===== src/rtl/pulse_train_gen.sv =====
// Turns single-cycle event strobes into held pulses (HOLD_CYCLES high, GAP_CYCLES low),
// queueing extra events in a saturating counter. Optional macro: PULSE_TRAIN_GEN_RETRIG_EN.
module pulse_train_gen #(
  parameter int HOLD_CYCLES = 4,
  parameter int GAP_CYCLES  = 2,
  parameter int PEND_W      = 2
) (
  input  logic              clk,
  input  logic              reset,
  input  logic              ev_in,
  input  logic              clr_ovf,
  output logic              pulse_out,
  output logic              busy,
  output logic [PEND_W-1:0] pending,
  output logic              overflow,
  output logic              done
);

  localparam int MAX_HG = (HOLD_CYCLES > GAP_CYCLES) ? HOLD_CYCLES : GAP_CYCLES;
  localparam int TMAX   = (MAX_HG > 2) ? MAX_HG : 2;
  localparam int TW     = $clog2(TMAX);
  localparam bit NO_GAP = (GAP_CYCLES == 0);
  localparam logic [TW-1:0] HOLD_LAST = TW'(HOLD_CYCLES - 1);
  localparam logic [TW-1:0] GAP_LAST  = TW'((GAP_CYCLES > 0) ? GAP_CYCLES - 1 : 0);
  localparam logic [PEND_W-1:0] PEND_MAX = {PEND_W{1'b1}};

  typedef enum logic [1:0] {IDLE, HIGH, GAP} state_t;

  state_t            state_q, state_d;
  logic [TW-1:0]     timer_q, timer_d;
  logic [PEND_W-1:0] pend_q, pend_d;
  logic              ovf_q, ovf_d;
  logic              pulse_q, busy_q, done_q, done_d;
  logic              finish, queueEv, drop;

  // The timer counts down the cycles left in the current phase; zero marks its last cycle.
  always_comb begin
    state_d = state_q;
    timer_d = timer_q;
    pend_d  = pend_q;
    finish  = 1'b0;
    queueEv = 1'b0;
    drop    = 1'b0;

    case (state_q)
      IDLE: begin
        if (ev_in) begin
          state_d = HIGH;
          timer_d = HOLD_LAST;
        end
      end
      HIGH: begin
`ifdef PULSE_TRAIN_GEN_RETRIG_EN
        if (ev_in) begin
          timer_d = HOLD_LAST;
        end else
`endif
        if (timer_q != '0) begin
          timer_d = timer_q - TW'(1);
          queueEv = 1'b1;
        end else if (NO_GAP) begin
          finish = 1'b1;
        end else begin
          state_d = GAP;
          timer_d = GAP_LAST;
          queueEv = 1'b1;
        end
      end
      GAP: begin
        if (timer_q != '0) begin
          timer_d = timer_q - TW'(1);
          queueEv = 1'b1;
        end else begin
          finish = 1'b1;
        end
      end
      default: begin
        state_d = IDLE;
        timer_d = '0;
      end
    endcase

    // An event arriving in the final cycle cancels against the one being consumed.
    if (finish) begin
      if (pend_q != '0) begin
        state_d = HIGH;
        timer_d = HOLD_LAST;
        if (!ev_in) begin
          pend_d = pend_q - PEND_W'(1);
        end
      end else if (ev_in) begin
        state_d = HIGH;
        timer_d = HOLD_LAST;
      end else begin
        state_d = IDLE;
        timer_d = '0;
      end
    end

    if (queueEv && ev_in) begin
      if (pend_q == PEND_MAX) begin
        drop = 1'b1;
      end else begin
        pend_d = pend_q + PEND_W'(1);
      end
    end

    ovf_d = ovf_q;
    if (clr_ovf) begin
      ovf_d = 1'b0;
    end
    if (drop) begin
      ovf_d = 1'b1;
    end

    done_d = ((state_d == GAP) && (timer_d == '0)) ||
             (NO_GAP && (state_d == HIGH) && (timer_d == '0));
  end

  always_ff @(posedge clk or negedge reset) begin
    if (!reset) begin
      state_q <= IDLE;
      timer_q <= '0;
      pend_q  <= '0;
      ovf_q   <= 1'b0;
      pulse_q <= 1'b0;
      busy_q  <= 1'b0;
      done_q  <= 1'b0;
    end else begin
      state_q <= state_d;
      timer_q <= timer_d;
      pend_q  <= pend_d;
      ovf_q   <= ovf_d;
      pulse_q <= (state_d == HIGH);
      busy_q  <= (state_d != IDLE);
      done_q  <= done_d;
    end
  end

  assign pulse_out = pulse_q;
  assign busy      = busy_q;
  assign pending   = pend_q;
  assign overflow  = ovf_q;
  assign done      = done_q;

endmodule


===== config.mk =====
export PLATFORM = sky130hd
export DESIGN_NAME = pulse_train_gen
export DESIGN_NICKNAME = d
export VERILOG_FILES = /design/src/rtl/pulse_train_gen.sv
export SDC_FILE = /design/constraint.sdc
export NUM_CORES = 1
export LEC_CHECK = 0
export CAP_MARGIN = 5
export CORE_UTILIZATION = 41
export DETAILED_ROUTE_END_ITERATION = 10
export DONT_BUFFER_PORTS = 1
export PLACE_DENSITY = 0.51
export SLEW_MARGIN = 40
export SYNTH_ARGS = -nofsm -noshare
export SYNTH_HDL_FRONTEND = slang
export SYNTH_SLANG_ARGS = --single-unit

===== constraint.sdc =====
create_clock -name clk -period 2.5 [get_ports clk]
set_clock_uncertainty 0.05 [all_clocks]
set_input_delay 0 -clock clk [delete_from_list [all_inputs] [get_ports clk]]
set_output_delay 0 -clock clk [all_outputs]
set_load 0.02 [all_outputs]

==> parameters.txt, run 1 <==
Parameter                              Value

Outcome
  Run status    finished clean

Worst setup path
  Crit path DAT    2010 ps
  Maximum fanout count along the critical path    5
  Endpoint class of the critical path    flop
  Crit start category    flop
  Max stage delay cell, worst path    dlygate4sd3_1
  Category of the most critical setup path    flop to flop
  Family with the most delay on the worst path    buffers and inverters
  Required time worst endpoint    roughly 2700 ps
  Ordered cell list for the critical path    inv_1 > ha_1 > o211ai_1 > o32ai_1 > dlygate4sd3_1
  FF-to-FF setup slack    about 650 ps
  Maximum single-stage delay on the critical path    a little under 600 ps
  Worst Path Buf+Inv    2

Drt
  Routed wire length    1.11 mm
  Number of iterations in the first detailed-routing pass    4
  Antenna viol nets, final    0
  Vias after detailed routing    roughly 460
  First-iteration detailed-routing DRC count    13
  Wirelength per Cell    13.0 um
  Via count normalized by instance count    ~5.4
  Residual DRC    0

STA
  Unrepaired setup endpoints after global routing    no
  Total negative slack for setup checks    0 ps
  Rel. slew slack    between 60% and 70%
  Post-layout minimum cycle time    1850 ps
  Count of final max-slew check failures    0
  Slew of the pin with the lowest slew margin    around 470 ps
  Final setup fails    0
  Maximum clock frequency    between 500 and 600 MHz
  Crit path setup slack, layout    roughly 650 ps
  Hold violation total from the final report    0
  Portion of the clock cycle consumed by the worst path in the final layout    around three quarters

Clocking
  Number of gates resized after CTS    0
  Clock buffer count from CTS    3
  Register clock-pin slew on the reported worst setup and hold paths    roughly 70 ps
  Buffers inserted during post-CTS setup optimization    0
  Sinks on the clock net    10
  Clock insertion delay at the later pin of the skew report    between 200 and 300 ps
  Clock tree from TritonCTS    done
  Clock root buffer master    clkbuf_4
  Hold-fix buffers, CTS    4
  Max H-tree Level    1
  Buffer levels on the longest clock path    2

Power and ir drop
  P_int    between 500 and 600 uW
  Net Switching    a little over 400 uW
  Power after layout    around 910 uW
  Power share of the sequential group    between 40% and 50%
  IR Drop Worst-Case VDD    around 0.63 mV
  Leak Pwr    approximately 0.00034 uW
  Pwr/cell area    about 1300 nW/um^2
  Combinational fraction of design power    a little over two fifths
  Part of the total power dissipated in the clock network    16.4%
  Switching part of the total    44.5%

Placement
  Routability congestion estimate    a little over 0.8
  Post-placement worst setup slack    roughly 700 ps
  Cells after DPL    between 70 and 80
  Final HPWL DP    just under 800 um
  Number of input and output port buffers inserted    0

GRT
  Number of antenna violations at the first check in global routing    0
  Maximum number of pins on one net before global-route repair    11
  Via count of the first global-routing pass    436
  Global-route wire length before repair    1.69 mm
  Overflow left after global routing    0
  Global-route usage over all layers    between 15 and 20%

Cells and area
  Final core utilization    approximately half
  Antenna diode instance count    0
  Fraction of final layout cells sized beyond drive strength 1    8.57%
  Non-Filler Instances    85
  Fill count    between 100 and 150
  Layout overhead on the synthesized area    16.2%
  Area occupied by registers    between 200 and 300 sq um
  Multi-input gate area    307 sq um
  Layout Nets    82

Floorplan
  Starting utilization of the core area    44.5%
  CORE AREA    ~1300 sq um
  Die Footprint    ~1600 sq um
  Num rows    13
  Die extent in x    about 40 um
  Die height    between 30 and 40 um
  Ports    10

Synthesis
  Synthesized Nets    73
  Yosys top cell area share    42.6%
  Number of cells produced by synthesis    62
  Fraction of the yosys area taken by sequential cells    approximately 43%
  Number of different library cells in the post-synthesis netlist    21
  Top post-synthesis cells by area    dfrtp_1 43%, ha_1 15%, o21ai_0 5.1%
  Mean post-synth cell area    around 9.5 sq um
  Flop and latch count out of synthesis    10
  Yosys warns    0
  Area of the mapped netlist    just under 600 sq um
  Largest area contributor in the synthesized netlist    dfrtp_1

Job
  Max Cap Violations    0

Worst hold path
  Type of the worst min-delay path    input port to flop
-- per-layer routing --
layer	routed length (um)	global-route usage, %	vias up
met4	10	5.17	0
met2	535	29.1	10
met3	39	5.11	2
li1	-	-	229
met1	519	18.3	222
met5	0	0	-
-- path summary, 6_finish.rpt --
check | endpoint | from | depth (start not counted)
setup / recovery | overflow | state_q[0] | 5
hold / removal | timer_q[0] | ev_in | 3
setup reg to reg | overflow | state_q[0] | 5
hold reg to reg | pending[1] | pending[1] | 2
max in group asynchronous | timer_q[0] | reset | 1
min in group asynchronous | pending[1] | reset | 1
-- cells in the final DEF, fill, tap and decap left out, types with 2 or more instances in the layout --
cell / synthesis / layout
o21ai_0: 6 / 6
or3_1: 2 / 2
nand2b_1: 2 / 2
dfrtp_1: 10 / 10
a21oi_1: 2 / 2
dlygate4sd3_1: 0 / 4
clkbuf_4: 0 / 3
ha_1: 7 / 7
a31oi_1: 2 / 2
nor3_1: 2 / 2
inv_1: 8 / 8
nand2_1: 4 / 4
nor2_1: 7 / 7
-- power groups by stage --
stage	Sequential, uW	Clock, uW	Combinational [uW]
4_1_cts	371	154	393
5_1_grt	388	163	444
6_report	370	148	387
2_1_floorplan	354	0	313
3_5_place_dp	374	0	376
3_3_place_gp	374	0	378
-- cell families after synthesis --
logic type	share of synthesized area [%]
simple gates	17.7
compound gates	18.1
flops	42.6
buf+inv	5.12
fa+ha+maj	14.9
xor+xnor	1.49
-- registers in the layout, indices dropped and copies added (netlist names) --
name / cells
busy: 1
done: 1
overflow: 1
pending: 2
pulse_out: 1
state_q: 2
timer_q: 2
-- worst reg2reg max path: cells and delay by family, from the launching register on --
kind / cells / cell delay, ps
buf+inv: 2 / 670
flops: 1 / 420
compound gates: 2 / 370
fa+ha+maj: 1 / 290
-- through the flow --
stage | cell area, sq um | hold slack [ps]
after floorplan | 587 | -346
after global placement | 606 | -345
after detailed placement | 606 | -345
after CTS | 682 | 4.29
after global routing | 682 | 17.1
final | 682 | 5.71
-- synth_stat cells --
library cell / instances
dfrtp_1: 10
inv_1: 8
ha_1: 7
nor2_1: 7
o21ai_0: 6
nand2_1: 4
a21oi_1: 2
a31oi_1: 2
nand2b_1: 2
nor3_1: 2
or3_1: 2
a2111oi_2: 1
a211oi_1: 1
a21boi_1: 1
a21o_1: 1
and3_1: 1
nor3b_2: 1
o211ai_1: 1
o32ai_1: 1
or3b_1: 1
xnor2_1: 1
-- final cells by class --
cell class	instances	share of cell area (%)
Multi-Input combinational cell	44	45.0
Sequential cell	10	36.7
Timing Repair Buffer	4	5.87
Clock buffer	4	5.32
Inverter	8	4.40
Tap cell	15	2.75
No activity file was read; power rests on OpenSTA's default activity.
==> inputs of run 2 (changes only) <==
--- a/config.mk
+++ b/config.mk
@@ -5,6 +5,7 @@
 export SDC_FILE = /design/constraint.sdc
 export NUM_CORES = 1
 export LEC_CHECK = 0
+export ABC_AREA = 1
 export CAP_MARGIN = 5
 export CORE_UTILIZATION = 41
 export DETAILED_ROUTE_END_ITERATION = 10
==> constraint.sdc (replaced) <==
create_clock -name clk -period 1.87 [get_ports clk]
set_clock_uncertainty 0.05 [all_clocks]
set_input_delay 0 -clock clk [delete_from_list [all_inputs] [get_ports clk]]
set_output_delay 0 -clock clk [all_outputs]
set_load 0.02 [all_outputs]
==> run 2 against run 1 <==
  * Sequential power rose by 25%
  * Via count rose by 7.6%
  * Power rose by 41%
  * Die area rose by 9.1%
  * Critical path type unchanged
  * Largest power group unchanged
==> parameters.txt, run 2 <==
Parameter                              Value

STA
  Hold violation total from the final report    0 (unchanged)
  Total negative slack for setup checks    0 ps (unchanged)
  Rel. slew slack    70.5% (+2.2 points)
  Count of final max-slew check failures    0 (unchanged)
  Post-layout minimum cycle time    1570 ps (-281 ps)
  Portion of the clock cycle consumed by the worst path in the final layout    84.0% (+9.9 points)
  Maximum clock frequency    637 MHz (+18%)
  Final setup fails    0 (unchanged)
  Slew of the pin with the lowest slew margin    441 ps (-32.6 ps)
  Unrepaired setup endpoints after global routing    no

Drt
  Residual DRC    0 (unchanged)
  First-iteration detailed-routing DRC count    7 (-6)
  Antenna viol nets, final    0 (unchanged)
  Wirelength per Cell    11.4 um (-13%)
  Routed wire length    1.18 mm (+7.0%)
  Via count normalized by instance count    4.79 (-12%)
  Number of iterations in the first detailed-routing pass    4 (unchanged)
  Vias after detailed routing    498 (+7.6%)

Clocking
  Clock insertion delay at the later pin of the skew report    260 ps (about the same)
  Sinks on the clock net    10 (unchanged)
  Clock buffer count from CTS    3 (unchanged)
  Buffer levels on the longest clock path    2 (unchanged)
  Clock tree from TritonCTS    done
  Clock root buffer master    clkbuf_4
  Register clock-pin slew on the reported worst setup and hold paths    70 ps (about the same)
  Max H-tree Level    1 (unchanged)

Worst setup path
  Crit start category    flop
  Required time worst endpoint    1980 ps (-680 ps)
  Maximum single-stage delay on the critical path    410 ps (-170 ps)
  Max stage delay cell, worst path    dfrtp_1
  Worst Path Buf+Inv    2 (unchanged)
  Critical path depth    9 (+4)
  Endpoint class of the critical path    flop
  Category of the most critical setup path    flop to flop
  Cell repeated most along the worst path    nand2_1
  FF-to-FF setup slack    300 ps (-350 ps)
  R2R Path End    pending[0]
  Crit path DAT    1680 ps (-330 ps)
  Ordered cell list for the critical path    inv_1 > ha_1 > o21ai_0 > nand2_1 > nand3_1 > nand2_1 > nand2_1 > nand2_1 > inv_1
  Maximum fanout count along the critical path    6 (+1)
  Worst Reg-to-Reg Cells    9 (+4)
  R2R Path Start    state_q[0]
  Family with the most delay on the worst path    simple AND/OR/NAND/NOR gates

Synthesis
  Flop and latch count out of synthesis    10 (unchanged)
  Synthesized Nets    93 (+27%)
  Largest area contributor in the synthesized netlist    dfrtp_1
  Dominant cell by count in the synthesized netlist    nand2_1
  Number of different library cells in the post-synthesis netlist    15 (-29%)
  Yosys top cell area share    38.9% (-3.7 points)
  Count of flip-flops with a built-in enable after synthesis    0 (unchanged)
  Mean post-synth cell area    7.84 sq um (-17%)
  Leading cell types by count after synthesis    17 x nand2_1, 16 x inv_1, 10 x dfrtp_1
  Top_reg_cell synth    dfrtp_1
  Area of the mapped netlist    643 sq um (+9.6%)
  Share of synthesized registers carrying an async set or reset    100% (unchanged)
  Fraction of the yosys area taken by sequential cells    38.9% (-3.7 points)
  Yosys warns    0 (unchanged)
  Top post-synthesis cells by area    dfrtp_1 39%, ha_1 14%, nand2_1 9.9%
  Number of cells produced by synthesis    82 (+32%)

Placement
  Final HPWL DP    915 um (+17%)
  Number of input and output port buffers inserted    0 (unchanged)
  Routability congestion estimate    0.838 (+0.99%)

GRT
  Number of antenna violations at the first check in global routing    0 (unchanged)
  Global-route usage over all layers    14.8% (-1.7 points)
  Highest-utilization routing layer at the global route stage    met2
  Via count of the first global-routing pass    465 (+6.7%)
  Global-route wire length before repair    1.90 mm (+13%)
  Overflow left after global routing    0 (unchanged)
  Maximum number of pins on one net before global-route repair    11 (unchanged)
  Met3 global-route usage    1.30% (-3.8 points)
  Routing usage on met1    19.1% (+0.72 points)
  Met2 GRT Util    22.5% (-6.6 points)

Outcome
  Run status    finished clean

Power and ir drop
  Pwr/cell area    1750 nW/um^2 (+32%)
  IR Drop Worst-Case VDD    0.837 mV (+34%)
  Leak Pwr    0.000400 uW (+19%)

Cells and area
  Multi-input gate area    325 sq um (+6.1%)
  Layout Nets    101 (+23%)
  Area occupied by registers    250 sq um (unchanged)
  Final core utilization    52.7% (+0.91 points)
  Antenna diode instance count    0 (unchanged)
  Fill count    129 (-1.5%)
  Most frequent cells in the layout    17 x nand2_1, 16 x inv_1, 10 x dfrtp_1, 9 x nand3_1
  Fraction of final layout cells sized beyond drive strength 1    14.6% (+6.0 points)
  Layout overhead on the synthesized area    13.2%
  Leading cell type in the layout, fill and taps excluded    nand2_1

Floorplan
  Starting utilization of the core area    46.5% (+2.0 points)
  Num rows    13 (unchanged)
  Ports    10 (unchanged)
  Die Footprint    1730 sq um (+9.1%)
  Die height    41.6 um (+4.5%)
  Die extent in x    41.6 um (+4.5%)
  CORE AREA    1380 sq um (+4.9%)

Worst hold path
  Type of the worst min-delay path    input port to asynchronous set/reset pin

Job
  Max Cap Violations    0 (unchanged)
run 2: changes by cell type after synthesis, moves of 3 or more:
cell     before  now
nand3_1       0    9
nand2_2       0    3
inv_1         8   16
nand2_1       4   17
nor2_1        7    4
run 2: report_power, final:
part	total (uW)	switching [uW]	internal, uW
logic	619	393	226
clock network	193	74.6	118
registers	463	149	314
run 2: how the worst max path moves through the flow:
stage	start	to	slack, ps
2_1_floorplan	state_q[0]	busy	480
3_3_place_gp	state_q[1]	busy	330
3_5_place_dp	state_q[0]	pending[0]	330
4_1_cts	state_q[0]	pending[0]	310
5_1_grt	state_q[1]	busy	200
6_report	state_q[0]	pending[0]	300
run 2: worst register-to-register path, stage by stage, from the launching register on:
cell     delay, ps
dfrtp_1        410
inv_1          110
ha_1           280
o21ai_0        140
nand2_1        130
nand3_1        130
nand2_1         80
nand2_1         50
nand2_1         60
inv_1           40
run 2: area by class of cell:
| class | count | area share, % |
|---|---|---|
| tap | 15 | 2.58 |
| inverter | 18 | 9.28 |
| timing repair buffer | 3 | 4.12 |
| clock buffer | 4 | 4.98 |
| sequential | 10 | 34.4 |
| multi-input combinational | 54 | 44.7 |
run 2: what timing repair did:
item | in CTS | in global routing
hold buffers | 3 | 0
buffers inserted | 0 | 0
endpoints found under the hold margin | 19 | 0
gates resized for setup | 0 | 0
run 2: per-stage QoR:
| stage | std cells | area (sq um) | hold WS, ps | worst slack [ps] | total power (uW) |
|---|---|---|---|---|---|
| finish | 104 | 728 | 62.3 | 299 | 1270 |
| global route | 104 | 728 | 104 | 201 | 1400 |
| CTS | 104 | 728 | 64.2 | 313 | 1290 |
| detailed placement | 97 | 662 | -345 | 331 | 1080 |
| global placement | 97 | 662 | -345 | 332 | 1090 |
| floorplan | 82 | 643 | -346 | 480 | 947 |
run 2: cell families (layout without fill, tap and decap cells):
| kind of cell | count (synthesis) | after routing | share of synthesized area (%) |
|---|---|---|---|
| adders and majority gates | 7 | 7 | 13.6 |
| buffers and inverters | 18 | 25 | 10.5 |
| and+or+nand+nor | 38 | 38 | 27.6 |
| DFF | 10 | 10 | 38.9 |
| AOI/OAI and AO/OA | 9 | 9 | 9.34 |
run 2: layer usage:
metal	part of all wire (%)	wire length, um
met1	48	572
met2	46	549
met3	3.1	37
met4	1.9	23
met5	0	0
==> inputs of run 3 (changes only) <==
--- a/config.mk
+++ b/config.mk
@@ -10,7 +10,7 @@
 export CORE_UTILIZATION = 41
 export DETAILED_ROUTE_END_ITERATION = 10
 export DONT_BUFFER_PORTS = 1
-export PLACE_DENSITY = 0.51
+export PLACE_DENSITY = 0.53
 export SLEW_MARGIN = 40
 export SYNTH_ARGS = -nofsm -noshare
 export SYNTH_HDL_FRONTEND = slang
==> constraint.sdc (replaced) <==
create_clock -name clk -period 1.3 [get_ports clk]
set_clock_uncertainty 0.05 [all_clocks]
set_input_delay 0 -clock clk [delete_from_list [all_inputs] [get_ports clk]]
set_output_delay 0 -clock clk [all_outputs]
set_load 0.02 [all_outputs]
==> run 3 against run 2 <==
  * The run now ends with hold timing, setup timing left
  * Power increased by 93%
  * First-iteration DRC count grew 100%
  * Clock power rose by 48%
  * Global-route usage up 4.4 points
  * Critical path type unchanged
  * Critical endpoint is now busy
==> parameters.txt, run 3 (same netlist as run 2, synthesis figures left out) <==
Parameter                              Value

Outcome
  Run status    complete, but fails checks
  Violated checks    hold timing, setup timing

Floorplan
  Ports    10 (unchanged)
  Die height    41.6 um (unchanged)
  Num rows    13 (unchanged)
  Die Footprint    1730 sq um (unchanged)
  CORE AREA    1380 sq um (unchanged)
  Die extent in x    41.6 um (unchanged)
  Starting utilization of the core area    46.5% (unchanged)

Clocking
  Clock root buffer master    clkbuf_4
  Max H-tree Level    1 (unchanged)
  Buffer levels on the longest clock path    2 (unchanged)
  Clock buffer count from CTS    3 (unchanged)
  Clock tree from TritonCTS    done
  Register clock-pin slew on the reported worst setup and hold paths    70 ps (about the same)
  Sinks on the clock net    10 (unchanged)
  Hold-fix buffers, CTS    4 (+1)
  Clock insertion delay at the later pin of the skew report    270 ps (about the same)

Worst setup path
  R2R Path End    busy
  Required time worst endpoint    1410 ps (-570 ps)
  FF-to-FF setup slack    -110 ps (-410 ps)
  Category of the most critical setup path    flop to flop
  Maximum fanout count along the critical path    5 (-1)
  R2R Path Start    state_q[0]
  Crit start category    flop
  Crit path DAT    1520 ps (-160 ps)
  Worst Reg-to-Reg Cells    8 (-1)
  Endpoint class of the critical path    flop

GRT
  Global-route wire length before repair    2.47 mm (+30%)
  Met2 GRT Util    31.6% (+9.1 points)
  Routing usage on met1    22.4% (+3.4 points)
  Highest-utilization routing layer at the global route stage    met2
  Number of antenna violations at the first check in global routing    0 (unchanged)
  Overflow left after global routing    0 (unchanged)
  Met3 global-route usage    8.26% (+7.0 points)
  Maximum number of pins on one net before global-route repair    11 (unchanged)
  Via count of the first global-routing pass    579 (+25%)
  Global-route usage over all layers    19.2% (+4.4 points)

Drt
  Via count normalized by instance count    5.12 (+6.9%)
  Wirelength per Cell    12.0 um (+6.0%)
  Residual DRC    0 (unchanged)
  Routed wire length    1.43 mm (+21%)
  Antenna viol nets, final    0 (unchanged)
  First-iteration detailed-routing DRC count    14 (+7)
  Number of iterations in the first detailed-routing pass    4 (unchanged)
  Vias after detailed routing    609 (+22%)

STA
  Count of final max-slew check failures    0 (unchanged)
  Post-layout minimum cycle time    1410 ps (-160 ps)
  Final setup fails    7 (+7)
  Rel. slew slack    68.5% (-2.0 points)
  Unrepaired setup endpoints after global routing    yes
  Slew of the pin with the lowest slew margin    471 ps (+29.9 ps)
  Portion of the clock cycle consumed by the worst path in the final layout    108% (+24 points)
  Hold violation total from the final report    8 (+8)
  Crit path setup slack, layout    -110 ps (-410 ps)
  Worst hold slack after final layout    -175 ps (-237 ps)
  Maximum clock frequency    709 MHz (+11%)

Power and ir drop
  Leak Pwr    0.000469 uW (+18%)
  Net Switching    1100 uW (+79%)
  IR Drop Worst-Case VDD    1.39 mV (+66%)
  Combinational fraction of design power    63.9% (+15 points)
  Power share of the sequential group    24.5% (-12 points)
  Part of the total power dissipated in the clock network    11.6% (-3.5 points)
  Pwr/cell area    2680 nW/um^2 (+53%)
  P_int    1360 uW (+110%)
  Switching part of the total    44.7% (-3.7 points)

Cells and area
  Final core utilization    66.6% (+14 points)
  Layout Nets    116 (+15%)
  Layout overhead on the synthesized area    43.2%
  Fraction of final layout cells sized beyond drive strength 1    43.3% (+29 points)
  Most frequent cells in the layout    15 x nand2_1, 13 x buf_4, 10 x inv_1, 8 x nand3_1
  Antenna diode instance count    0 (unchanged)
  Leading cell type in the layout, fill and taps excluded    nand2_1
  Fill count    111 (-14%)

Placement
  Number of input and output port buffers inserted    0 (unchanged)
  Post-placement worst setup slack    -119 ps (-450 ps)
  Final HPWL DP    1.03 mm (+12%)
  Routability congestion estimate    0.810 (-3.4%)

Job
  Max Cap Violations    0 (unchanged)

Worst hold path
  Hold endpoint    timer_q[0]
  Hold Path Depth    2
  Type of the worst min-delay path    input port to flop
  Worst hold start    ev_in
==> run 3: worst max path at each step <==
stage	from	to	slack [ps]	depth (start not counted)
2_1_floorplan	state_q[1]	busy	-20	7
3_3_place_gp	state_q[0]	busy	-110	7
3_5_place_dp	state_q[1]	busy	-120	7
4_1_cts	state_q[0]	busy	-110	8
5_1_grt	state_q[0]	busy	-180	8
6_report	state_q[0]	busy	-110	8
==> run 3: per-stage QoR <==
step / setup TNS, ps / area [sq um] / total power (uW) / cells / hold slack, ps
2_1_floorplan: -26.5 / 666 / 1430 / 82 / -346
3_3_place_gp: -313 / 737 / 1790 / 104 / -345
3_5_place_dp: -426 / 737 / 1790 / 104 / -345
4_1_cts: -388 / 885 / 2320 / 117 / -179
5_1_grt: -922 / 921 / 2680 / 119 / -185
6_report: -338 / 921 / 2470 / 119 / -175
==> run 3: cell type report <==
type | instances | area (sq um) | share of cell area (%)
Sequential cell | 10 | 254 | 27.6
Multi-Input combinational cell | 54 | 384 | 41.7
Timing Repair Buffer | 18 | 158 | 17.1
Tap cell | 15 | 18.8 | 2.04
Clock buffer | 4 | 36.3 | 3.94
Inverter | 18 | 70.1 | 7.61
==> run 3: critical path, cell delays in order, from the launching register on <==
cell and delay [ps]:
dfrtp_1 360, inv_2 70, buf_12 130, ha_4 170
nor2_4 80, o21ai_2 60, nand3_2 90, nand2_2 60
or2_1 230
==> run 3: what timing repair did <==
item                                   CTS  global route
cloned                                   0             0
pin swaps                                5             3
endpoints found under the hold margin   19             6
buffers inserted                         5             2
setup endpoints to repair                6             9
gates resized for setup                  7             9
==> run 3: layer usage <==
layer	routed length [um]	part of all wire, %
met1	634	44
met2	698	49
met3	63	4.4
met4	37	2.6
met5	0	0
==> run 3: power by group through the flow <==
stage / Sequential, uW / Clock, uW / Combinational [uW]
after detailed placement: 601 / 0 / 1190
after global routing: 621 / 306 / 1750
final: 605 / 286 / 1580
after floorplan: 658 / 0 / 769
after CTS: 597 / 295 / 1430
after global placement: 602 / 0 / 1180
